<file path="src/rtl/uart_pkg.sv">
// Shared UART definitions: data width, transmitter state type and the baud divider helper.
// The receive side imports this package as well, so both directions agree on the divider.
package uart_pkg;

    localparam int UART_DATA_W = 8;

    typedef enum logic [1:0] {
        IDLE  = 2'd0,
        START = 2'd1,
        DATA  = 2'd2,
        STOP  = 2'd3
    } uart_tx_state_t;

    // Rounded clock cycles per bit.
    function automatic int baud_div(input int clk_hz, input int baud);
        return (clk_hz + baud / 2) / baud;
    endfunction

endpackage

</file>
<file path="src/rtl/uart_tx_fifo.sv">
// Synchronous show-ahead byte FIFO for the UART transmitter.
// The head entry is always visible on rd_data_o; rd_en_i pops it.
module uart_tx_fifo
    import uart_pkg::*;
#(
    parameter int DEPTH = 16
) (
    input  logic                   clk,
    input  logic                   rst_n,
    input  logic [UART_DATA_W-1:0] wr_data_i,
    input  logic                   wr_en_i,
    input  logic                   rd_en_i,
    output logic [UART_DATA_W-1:0] rd_data_o,
    output logic                   full_o,
    output logic                   empty_o,
    output logic [$clog2(DEPTH):0] level_o
);

    localparam int AW = $clog2(DEPTH);

    logic [UART_DATA_W-1:0] mem_q [DEPTH];
    logic [AW-1:0]          wr_ptr_q;
    logic [AW-1:0]          rd_ptr_q;
    logic [AW:0]            level_q;
    logic                   do_wr;
    logic                   do_rd;

    // DEPTH is a power of two, so the level MSB is set exactly when full.
    assign full_o    = level_q[AW];
    assign empty_o   = (level_q == '0);
    assign level_o   = level_q;
    assign rd_data_o = mem_q[rd_ptr_q];
    assign do_wr     = wr_en_i & ~full_o;
    assign do_rd     = rd_en_i & ~empty_o;

    always_ff @(posedge clk or negedge rst_n) begin
        if (!rst_n) begin
            wr_ptr_q <= '0;
            rd_ptr_q <= '0;
            level_q  <= '0;
        end else begin
            if (do_wr) begin
                wr_ptr_q <= wr_ptr_q + 1'b1;
            end
            if (do_rd) begin
                rd_ptr_q <= rd_ptr_q + 1'b1;
            end
            if (do_wr && !do_rd) begin
                level_q <= level_q + 1'b1;
            end else if (do_rd && !do_wr) begin
                level_q <= level_q - 1'b1;
            end
        end
    end

    // Storage needs no reset; the pointers and level define what is valid.
    always_ff @(posedge clk) begin
        if (do_wr) begin
            mem_q[wr_ptr_q] <= wr_data_i;
        end
    end

endmodule

</file>
<file path="src/rtl/uart_tx.sv">
// 8N1 UART transmitter: byte FIFO on a valid/ready input, LSB-first serialiser on tx_o.
// The line output is registered, so tx_o trails the FSM state by one clock.
module uart_tx
    import uart_pkg::*;
#(
    parameter int CLK_FREQ_HZ = 50_000_000,
    parameter int BAUD        = 460_800,
    parameter int FIFO_DEPTH  = 16,
    parameter int STOP_BITS   = 1
) (
    input  logic                        clk,
    input  logic                        rst_n,
    input  logic [UART_DATA_W-1:0]      tx_data_i,
    input  logic                        tx_valid_i,
    output logic                        tx_ready_o,
    output logic                        tx_o,
    output logic                        busy_o,
    output logic [$clog2(FIFO_DEPTH):0] fifo_level_o
);

    localparam int BAUD_DIV = baud_div(CLK_FREQ_HZ, BAUD);
    localparam int CNT_W    = $clog2(BAUD_DIV);

    localparam logic [CNT_W-1:0] BAUD_LAST = CNT_W'(BAUD_DIV - 1);
    localparam logic [2:0]       DATA_LAST = 3'(UART_DATA_W - 1);
    localparam logic [2:0]       STOP_LAST = 3'(STOP_BITS - 1);

    localparam logic [1:0] S_IDLE  = IDLE;
    localparam logic [1:0] S_START = START;
    localparam logic [1:0] S_DATA  = DATA;
    localparam logic [1:0] S_STOP  = STOP;

    logic [1:0]             state_q,    state_d;
    logic [CNT_W-1:0]       baud_cnt_q, baud_cnt_d;
    logic [2:0]             bit_cnt_q,  bit_cnt_d;
    logic [UART_DATA_W-1:0] shreg_q,    shreg_d;
    logic                   tx_q,       tx_d;

    logic                   baud_tick;
    logic                   fifo_rd;
    logic                   fifo_full;
    logic                   fifo_empty;
    logic [UART_DATA_W-1:0] fifo_rdata;

    uart_tx_fifo #(
        .DEPTH (FIFO_DEPTH)
    ) u_fifo (
        .clk       (clk),
        .rst_n     (rst_n),
        .wr_data_i (tx_data_i),
        .wr_en_i   (tx_valid_i),
        .rd_en_i   (fifo_rd),
        .rd_data_o (fifo_rdata),
        .full_o    (fifo_full),
        .empty_o   (fifo_empty),
        .level_o   (fifo_level_o)
    );

    assign baud_tick  = (baud_cnt_q == BAUD_LAST);
    assign tx_ready_o = ~fifo_full;
    assign busy_o     = (state_q != S_IDLE) | ~fifo_empty;
    assign tx_o       = tx_q;

    // The end of the last stop bit pops the next byte directly into START, keeping frames contiguous.
    always_comb begin
        state_d    = state_q;
        baud_cnt_d = baud_cnt_q;
        bit_cnt_d  = bit_cnt_q;
        shreg_d    = shreg_q;
        fifo_rd    = 1'b0;
        if (state_q != S_IDLE) begin
            baud_cnt_d = baud_tick ? '0 : baud_cnt_q + 1'b1;
        end
        case (state_q)
            S_IDLE: begin
                if (!fifo_empty) begin
                    fifo_rd    = 1'b1;
                    shreg_d    = fifo_rdata;
                    bit_cnt_d  = '0;
                    baud_cnt_d = '0;
                    state_d    = S_START;
                end
            end
            S_START: begin
                if (baud_tick) begin
                    state_d = S_DATA;
                end
            end
            S_DATA: begin
                if (baud_tick) begin
                    shreg_d   = shreg_q >> 1;
                    bit_cnt_d = bit_cnt_q + 1'b1;
                    if (bit_cnt_q == DATA_LAST) begin
                        bit_cnt_d = '0;
                        state_d   = S_STOP;
                    end
                end
            end
            S_STOP: begin
                if (baud_tick) begin
                    bit_cnt_d = bit_cnt_q + 1'b1;
                    if (bit_cnt_q == STOP_LAST) begin
                        bit_cnt_d = '0;
                        if (!fifo_empty) begin
                            fifo_rd = 1'b1;
                            shreg_d = fifo_rdata;
                            state_d = S_START;
                        end else begin
                            state_d = S_IDLE;
                        end
                    end
                end
            end
            default: begin
                state_d = S_IDLE;
            end
        endcase
    end

    always_comb begin
        tx_d = 1'b1;
        case (state_q)
            S_START: tx_d = 1'b0;
            S_DATA:  tx_d = shreg_q[0];
            default: tx_d = 1'b1;
        endcase
    end

    always_ff @(posedge clk or negedge rst_n) begin
        if (!rst_n) begin
            state_q    <= S_IDLE;
            baud_cnt_q <= '0;
            bit_cnt_q  <= '0;
            shreg_q    <= '0;
            tx_q       <= 1'b1;
        end else begin
            state_q    <= state_d;
            baud_cnt_q <= baud_cnt_d;
            bit_cnt_q  <= bit_cnt_d;
            shreg_q    <= shreg_d;
            tx_q       <= tx_d;
        end
    end

endmodule

</file>
<file path="config.mk">
export PLATFORM = sky130hd
export DESIGN_NAME = uart_tx
export DESIGN_NICKNAME = d
export VERILOG_FILES = /design/src/rtl/uart_pkg.sv /design/src/rtl/uart_tx_fifo.sv /design/src/rtl/uart_tx.sv
export SDC_FILE = /design/constraint.sdc
export NUM_CORES = 1
export LEC_CHECK = 0
export ABC_CLOCK_PERIOD_IN_PS = 4150
export BUFFER_PORTS_ARGS = -buffer_cell sky130_fd_sc_hd__clkbuf_2
export CORE_ASPECT_RATIO = 0.8
export CORE_MARGIN = 1.5
export CORE_UTILIZATION = 50
export DETAILED_ROUTE_END_ITERATION = 8
export PLACE_DENSITY = 0.63
export SLEW_MARGIN = 25
export SYNTH_ARGS = -nofsm -noshare
export SYNTH_HDL_FRONTEND = slang
export SYNTH_SLANG_ARGS = --single-unit
export TNS_END_PERCENT = 50
</file>
<file path="constraint.sdc">
create_clock -name clk -period 4.15 [get_ports clk]
set_clock_uncertainty 0.15 [all_clocks]
set_input_delay 1.0375 -clock clk [delete_from_list [all_inputs] [get_ports clk]]
set_output_delay 1.0375 -clock clk [all_outputs]
set_load 0.05 [all_outputs]
</file>
Yosys cells after proc, flatten, opt, wreduce, memory -nomap -nowiden
Memory sizes are Yosys's and may differ from the RTL's.
Cells that the tools add are included.
- add/subtract/negate cells: 6
- equality and inequality tests: 11
- muxes and demuxes: 32
- bitwise gates (word level): 5
- reduce and logical (&&, ||, !) cells: 13
- operators with widths (kind ; number):
    $mux W8 ; 4
    $mux W7 ; 4
    $pmux W8 S3 ; 1
    $mux W3 ; 5
    $mux W2 ; 6
    $ne A2 B2 Y1 const B ; 6
    $mux W5 ; 2
    $pmux W3 S3 ; 1
    $add A4 B1 Y4 const B ; 2
    $pmux W2 S4 ; 1
    $reduce_and A4 Y1 ; 2
    $add A7 B1 Y7 const B ; 1
    $eq A7 B7 Y1 const B ; 1
    $mux W1 ; 6
    $reduce_and A6 Y1 ; 1
    $add A5 B1 Y5 const B ; 1
    $logic_not A5 Y1 ; 1
    $sub A5 B1 Y5 const B ; 1
    $eq A2 B2 Y1 const B ; 2
    $pmux W1 S2 ; 2
    $reduce_bool A2 Y1 ; 2
    $add A3 B1 Y3 const B ; 1
    $eq A3 B3 Y1 const B ; 1
    $logic_not A3 Y1 ; 1
    8 further kinds ; 12
- bits in registers: 34
- RAM bits: 128
- bits of input ports: 11
- output and inout port bits: 8
- logic and storage cells: 76
- memories kept: 1
- memories (name ; depth ; width ; rd ports ; clocked after memory_dff ; write ports ; RTL line ; RTL):
    u_fifo.mem_q ; 16 ; 8 ; 1 ; 0 ; 1 ; uart_tx_fifo.sv:21 ; logic [UART_DATA_W-1:0] mem_q [DEPTH];

Longest topological paths before layout
- depth after elaboration: 9
- mapped depth: 14
- mapped depth without buffers: 14

Hierarchy
From an unflattened synthesis, not the netlist that was laid out.
- cells, all modules: 453
- area total of the unflattened synthesis: 7109.3 sq um
- by module, submodules not included (module ; instances ; cells each ; area an instance (sq um) ; seq. area each (sq um)):
    uart_tx_fifo ; 1 ; 335 ; 5780.5 ; 4169.0
    uart_tx ; 1 ; 118 ; 1328.8 ; 526.8

Worst setup path before layout
No wires, ideal clock.
- kind: input-to-reg
- start: input port tx_valid_i
- end: register u_fifo.level_q[4] (netlist: u_fifo.level_o[4])
- library setup time: 139 ps
- arrival: 2732 ps
- required time: 3861 ps
- path slack: 1129 ps
- stages on the path: 10
- buffers on the path: 1
- path through: nor2b_1 -> clkbuf_1 -> ha_1 -> inv_1 -> fa_1 -> a21o_1 -> a21oi_1 -> xnor2_1 -> nor2_1 -> xnor2_1
- word-level cells in the longest chain between the ends: 4
- elaborated cells on any way between the ends: 6
- those cells by class: 1 x mux; 1 x bitwise; 4 x reduce/logical
- RTL lines (what ; RTL line ; RTL):
    start: declaration ; uart_tx.sv:14 ; input logic tx_valid_i,
    $and A1 B1 Y1 * ; uart_tx_fifo.sv:33 ; assign do_wr = wr_en_i & ~full_o;
    via u_fifo.do_wr ; uart_tx_fifo.sv:25 ; logic do_wr;
    $logic_not A1 Y1 ; uart_tx_fifo.sv:50 ; end else if (do_rd && !do_wr) begin
    $logic_and A1 B1 Y1 ; uart_tx_fifo.sv:50 ;
    $reduce_bool A2 Y1 (no source line) ; n/a ;
    end signal: assignment ; uart_tx_fifo.sv:49 ; level_q <= level_q + 1'b1;
    end signal: assignment ; uart_tx_fifo.sv:51 ; level_q <= level_q - 1'b1;
    end: declaration ; uart_tx_fifo.sv:24 ; logic [AW:0] level_q;
The timed path passes the listed nets; every way through them passes the cells marked *.
A chain may end at the register's enable or synchronous reset.

Worst setup path after layout
- start: register state_q[0]
- end: output port busy_o
- word-level cells in the longest chain between the ends: 2
- RTL lines (what ; RTL line ; RTL):
    start: declaration ; uart_tx.sv:33 ; logic [1:0] state_q, state_d;
    start signal: assignment ; uart_tx.sv:137 ; state_q <= state_d;
    $reduce_bool A2 Y1 ; uart_tx.sv:61 ; assign busy_o = (state_q != S_IDLE) | ~fifo_empty;
    $or A1 B1 Y1 ; uart_tx.sv:61 ;
    end: declaration ; uart_tx.sv:17 ; output logic busy_o,
Every way passes these cells.

==> flow_summary_export.csv <==
group,metric,value,unit
hold_path,class_of_the_most_critical_hold_timing_path,"reg -> reg",
sta,grt_setup_unrepaired,"no",
clocking,cts_hold_buf,0,
pwr,total_leakage_power,2.706,nW
grt,met1_usage,0.2824,
critical_path,reg2reg_start,"baud_cnt_q[0]",
floorplanning,dieArea,14570,µm²
pwr,total_power,5.504,mW
floorplanning,fp.dieH,108.3,µm
placed_design,gp_congestion,0.7710,
grt,gr-usage-met3,0.04219,
layout,area_growth,10.68,%
floorplanning,initial_utilization,0.5112,
synthesis,synth_enable_flop_cells,128,
grt,global_route_usage_over_all_layers,0.1938,
critical_path,worst_setup_path_end_kind,"primary output",
critical_path,timing.critical_path.cells,"inv_1 > ha_1 > and3_2 > inv_1 > clkbuf_2",
synthesis,synth.yosys.warnings,0,
sta,max_clock_freq,313.3,MHz
sta,max_slew_margin,0.3777,
drt,route.detailed.vias_per_inst,5.691,
floorplanning,floorplan.core_area,13550,µm²
critical_path,crit_path_start,"state_q[0]",
floorplanning,core.rowCount,38,
clocking,clock_insertion_delay_worst_skew,420,ps
synthesis,asyncSetResetFlopFracSynth,0.2099,
clocking,clock_path_buffers,2,
clocking,tritoncts,"yes",
clocking,clk_transition_reported_paths,60,ps
layout,layout-drive-gt1-share,0.2032,
critical_path,critical_path_buf_inv_count,3,
grt,first_global_vias,3650,
critical_path,timing.critical_path.mode_cell,"sky130_fd_sc_hd__inv_1",
synthesis,yosys.area.top_type,"sky130_fd_sc_hd__edfxtp_1",
drt,first_pass_iters,4,
synthesis,synth_area,6927,µm²
layout,antenna_cells,0,
drt,dr.first_iter.drc_count,286,
sta,final-max-slew-violation-count,0,
synthesis,yosys.cell_types.count,46,
critical_path,crit_type,"reg -> out",
drt,postRouteWirelength,12.53,mm
drt,ant_nets,0,
sta,report.final.hold_viol_count,0,
critical_path,cp-endpoint,"busy_o",
critical_path,crit_path_start_kind,"flop",
synthesis,yosysMostFrequentCell,"sky130_fd_sc_hd__edfxtp_1",
sta,setup_violations,0,
layout,nets,455,
grt,antenna_found_initial,0,
synthesis,ys_seq_area_frac,0.6779,
sta,worst_slew_pin_slew,933.5,ps
synthesis,synth.net_count,435,
grt,global_route.usage.met2,0.2897,
critical_path,max_stage_delay,430,ps
placed_design,dp.final_hpwl,8.282,mm
synthesis,number_of_storage_elements_in_the_synthesis_netlist,162,
layout,nFillCells,1058,
synthesis,synth_area_per_cell,17.10,µm²
sta,min_period_over_period,0.7692,
synthesis,netlist_instances,405,
critical_path,cp.arrival,2000,ps
floorplanning,num_io_pins,19,
clocking,cts_made_buffers,17,
critical_path,crit-reg2reg-capture,"u_fifo.level_o[4]",
flow_run,timing.max_cap.violations,0,
critical_path,timing.reg2reg.setup_slack,990,ps
clocking,cts_setup_buffers,0,
clocking,post_cts_resized,0,
drt,post-route-drc-count,0,
floorplanning,floorplan.die.width,134.6,µm
pwr,power.density_cell_area,717.9,nW/µm²
critical_path,timing.critical_path.slowest_stage_cell,"sky130_fd_sc_hd__dfrtp_1",
grt,global_route.overflow_total,0,
placed_design,port-buffer-count,18,
clocking,clock_tree.htree_level_count,4,
drt,avgRoutedWirePerCell,20.28,µm
critical_path,reg2reg_depth,14,
drt,detailroute.via_count,3517,
clocking,cts_root_buffer,"sky130_fd_sc_hd__clkbuf_16",
sta,clock_period_minus_worst_slack,3192,ps
synthesis,area_contributors_post_synth,"sky130_fd_sc_hd__edfxtp_1 55%, sky130_fd_sc_hd__dfrtp_1 12%, sky130_fd_sc_hd__mux4_2 7.8%, sky130_fd_sc_hd__ha_1 3.3%, sky130_fd_sc_hd__mux4_1 3.0%",
critical_path,crit_required,2960,ps
grt,top_usage_layer,"met2",
outcome,run_status,"finished clean",
critical_path,critPathMaxFanout,11,
critical_path,stages_on_the_worst_setup_path,5,
sta,setup_total_negative_slack,0,ps
synthesis,netlist.area_leader.share,0.5549,
critical_path,critPathTopFamily,"buffers and inverters",
grt,grt_first_pass_wirelength,20.27,mm
synthesis,synth_top_cells_by_count,"128 x sky130_fd_sc_hd__edfxtp_1, 33 x sky130_fd_sc_hd__dfrtp_1, 26 x sky130_fd_sc_hd__a21oi_1, 24 x sky130_fd_sc_hd__mux4_2, 20 x sky130_fd_sc_hd__and2_1",
pwr,vdd_ir_drop_max,0.3557,mV
synthesis,synth_ff_type,"sky130_fd_sc_hd__edfxtp_1",
grt,pin_count_of_the_biggest_net_entering_global_routing,35,
clocking,cts.sinks,162,
-- worst register-to-register path, cell delays in order (launching register included) --
cell                      delay [ps]
sky130_fd_sc_hd__dfrtp_1         420
sky130_fd_sc_hd__inv_1            80
sky130_fd_sc_hd__ha_1            150
sky130_fd_sc_hd__and4b_1         290
sky130_fd_sc_hd__a41oi_1         190
sky130_fd_sc_hd__nor3_2          350
sky130_fd_sc_hd__inv_1            90
sky130_fd_sc_hd__ha_1            230
sky130_fd_sc_hd__inv_1           140
sky130_fd_sc_hd__ha_1            290
sky130_fd_sc_hd__a21o_1          190
sky130_fd_sc_hd__a21oi_1         160
sky130_fd_sc_hd__xnor2_1         140
sky130_fd_sc_hd__nor2_1           70
sky130_fd_sc_hd__xnor2_1         130
-- per-layer routing --
metal  up-vias  wire length, µm
li1       1619                -
met1      1831             6001
met2        57             5940
met3        10              481
met4         0              110
met5         -                0
-- layout by cell type, fill, tap and decap left out, types with 2 or more instances in the layout --
| master | Yosys | final |
|---|---|---|
| sky130_fd_sc_hd__clkinv_4 | 0 | 6 |
| sky130_fd_sc_hd__clkinv_1 | 0 | 2 |
| sky130_fd_sc_hd__nor2_1 | 15 | 15 |
| sky130_fd_sc_hd__clkbuf_16 | 0 | 17 |
| sky130_fd_sc_hd__a21o_1 | 4 | 4 |
| sky130_fd_sc_hd__o21ai_0 | 11 | 11 |
| sky130_fd_sc_hd__inv_1 | 14 | 14 |
| sky130_fd_sc_hd__nand4_1 | 3 | 3 |
| sky130_fd_sc_hd__clkinvlp_4 | 0 | 4 |
| sky130_fd_sc_hd__nor3_1 | 2 | 2 |
| sky130_fd_sc_hd__dfrtp_2 | 0 | 2 |
| sky130_fd_sc_hd__a21oi_2 | 2 | 2 |
| sky130_fd_sc_hd__xor2_1 | 3 | 3 |
| sky130_fd_sc_hd__a21oi_1 | 26 | 26 |
| sky130_fd_sc_hd__edfxtp_1 | 128 | 128 |
| sky130_fd_sc_hd__mux2_2 | 5 | 5 |
| sky130_fd_sc_hd__a22oi_1 | 16 | 16 |
| sky130_fd_sc_hd__nand3_1 | 3 | 3 |
| sky130_fd_sc_hd__mux4_1 | 8 | 8 |
| sky130_fd_sc_hd__buf_4 | 2 | 2 |
| sky130_fd_sc_hd__nor2b_1 | 8 | 8 |
| sky130_fd_sc_hd__ha_1 | 18 | 18 |
| sky130_fd_sc_hd__clkbuf_2 | 1 | 18 |
| sky130_fd_sc_hd__xnor2_1 | 10 | 10 |
| sky130_fd_sc_hd__dfrtp_1 | 33 | 31 |
| sky130_fd_sc_hd__o31ai_1 | 5 | 5 |
| sky130_fd_sc_hd__mux4_2 | 24 | 24 |
| sky130_fd_sc_hd__nand2_1 | 11 | 11 |
| sky130_fd_sc_hd__and2_1 | 20 | 20 |
| sky130_fd_sc_hd__inv_6 | 0 | 2 |
-- power breakdown --
group | leakage (nW) | switching, mW | internal (mW)
sequential | 1.57 | 0.306 | 1.99
combinational | 0.879 | 0.943 | 0.795
clock | 0.261 | 0.639 | 0.828
-- metrics by stage --
step                std cells  hold slack [ps]    util  instance area (µm²)  worst slack [ps]
finish                    618            354.0  0.5657                 7666             957.7
global route              618            367.4  0.5657                 7666             747.5
CTS                       618            352.6  0.5657                 7666             931.1
floorplan                 405            307.0       -                 6927              1129
global placement          586            335.6  0.5242                 7103             840.3
detailed placement        586            344.1  0.5242                 7103             759.7
-- sequential cells by signal, summed over array words and instances (netlist names) --
signal           count
u_fifo.mem_q       128
shreg_q              8
baud_cnt_q           7
u_fifo.level_o       5
u_fifo.rd_ptr_q      4
u_fifo.wr_ptr_q      4
bit_cnt_q            3
state_q              2
tx_o                 1
-- kinds of logic (layout without fill, tap and decap cells) --
logic type                 Yosys count  in the layout  share of synthesized area
AOI/OAI and AO/OA                   68             68                    0.06377
DFF                                162            162                     0.6779
xor gates and xnor gates            13             13                    0.01644
and+or+nand+nor                     71             71                    0.05618
adders and majority gates           19             19                    0.03541
muxes                               39             39                     0.1201
buffers and inverters               33             66                    0.03016
-- worst min path at each step --
stage,start,endpoint,cells after the start
2_1_floorplan,shreg_q[0],tx_o,2
3_3_place_gp,baud_cnt_q[3],baud_cnt_q[3],1
3_5_place_dp,baud_cnt_q[3],baud_cnt_q[3],1
4_1_cts,baud_cnt_q[3],baud_cnt_q[3],1
5_1_grt,baud_cnt_q[3],baud_cnt_q[3],1
6_report,baud_cnt_q[3],baud_cnt_q[3],1
-- cell type report --
cell class / count / area (µm²) / area share
Sequential cell: 162 / 4698 / 0.6129
Multi-Input combinational cell: 210 / 2022 / 0.2638
Clock buffer: 17 / 425.4 / 0.05549
Tap cell: 180 / 225.2 / 0.02938
Clock inverter: 15 / 137.6 / 0.01795
Timing Repair Buffer: 20 / 105.1 / 0.01371
Inverter: 14 / 52.55 / 0.006855
(Power assumes the default switching activity.)
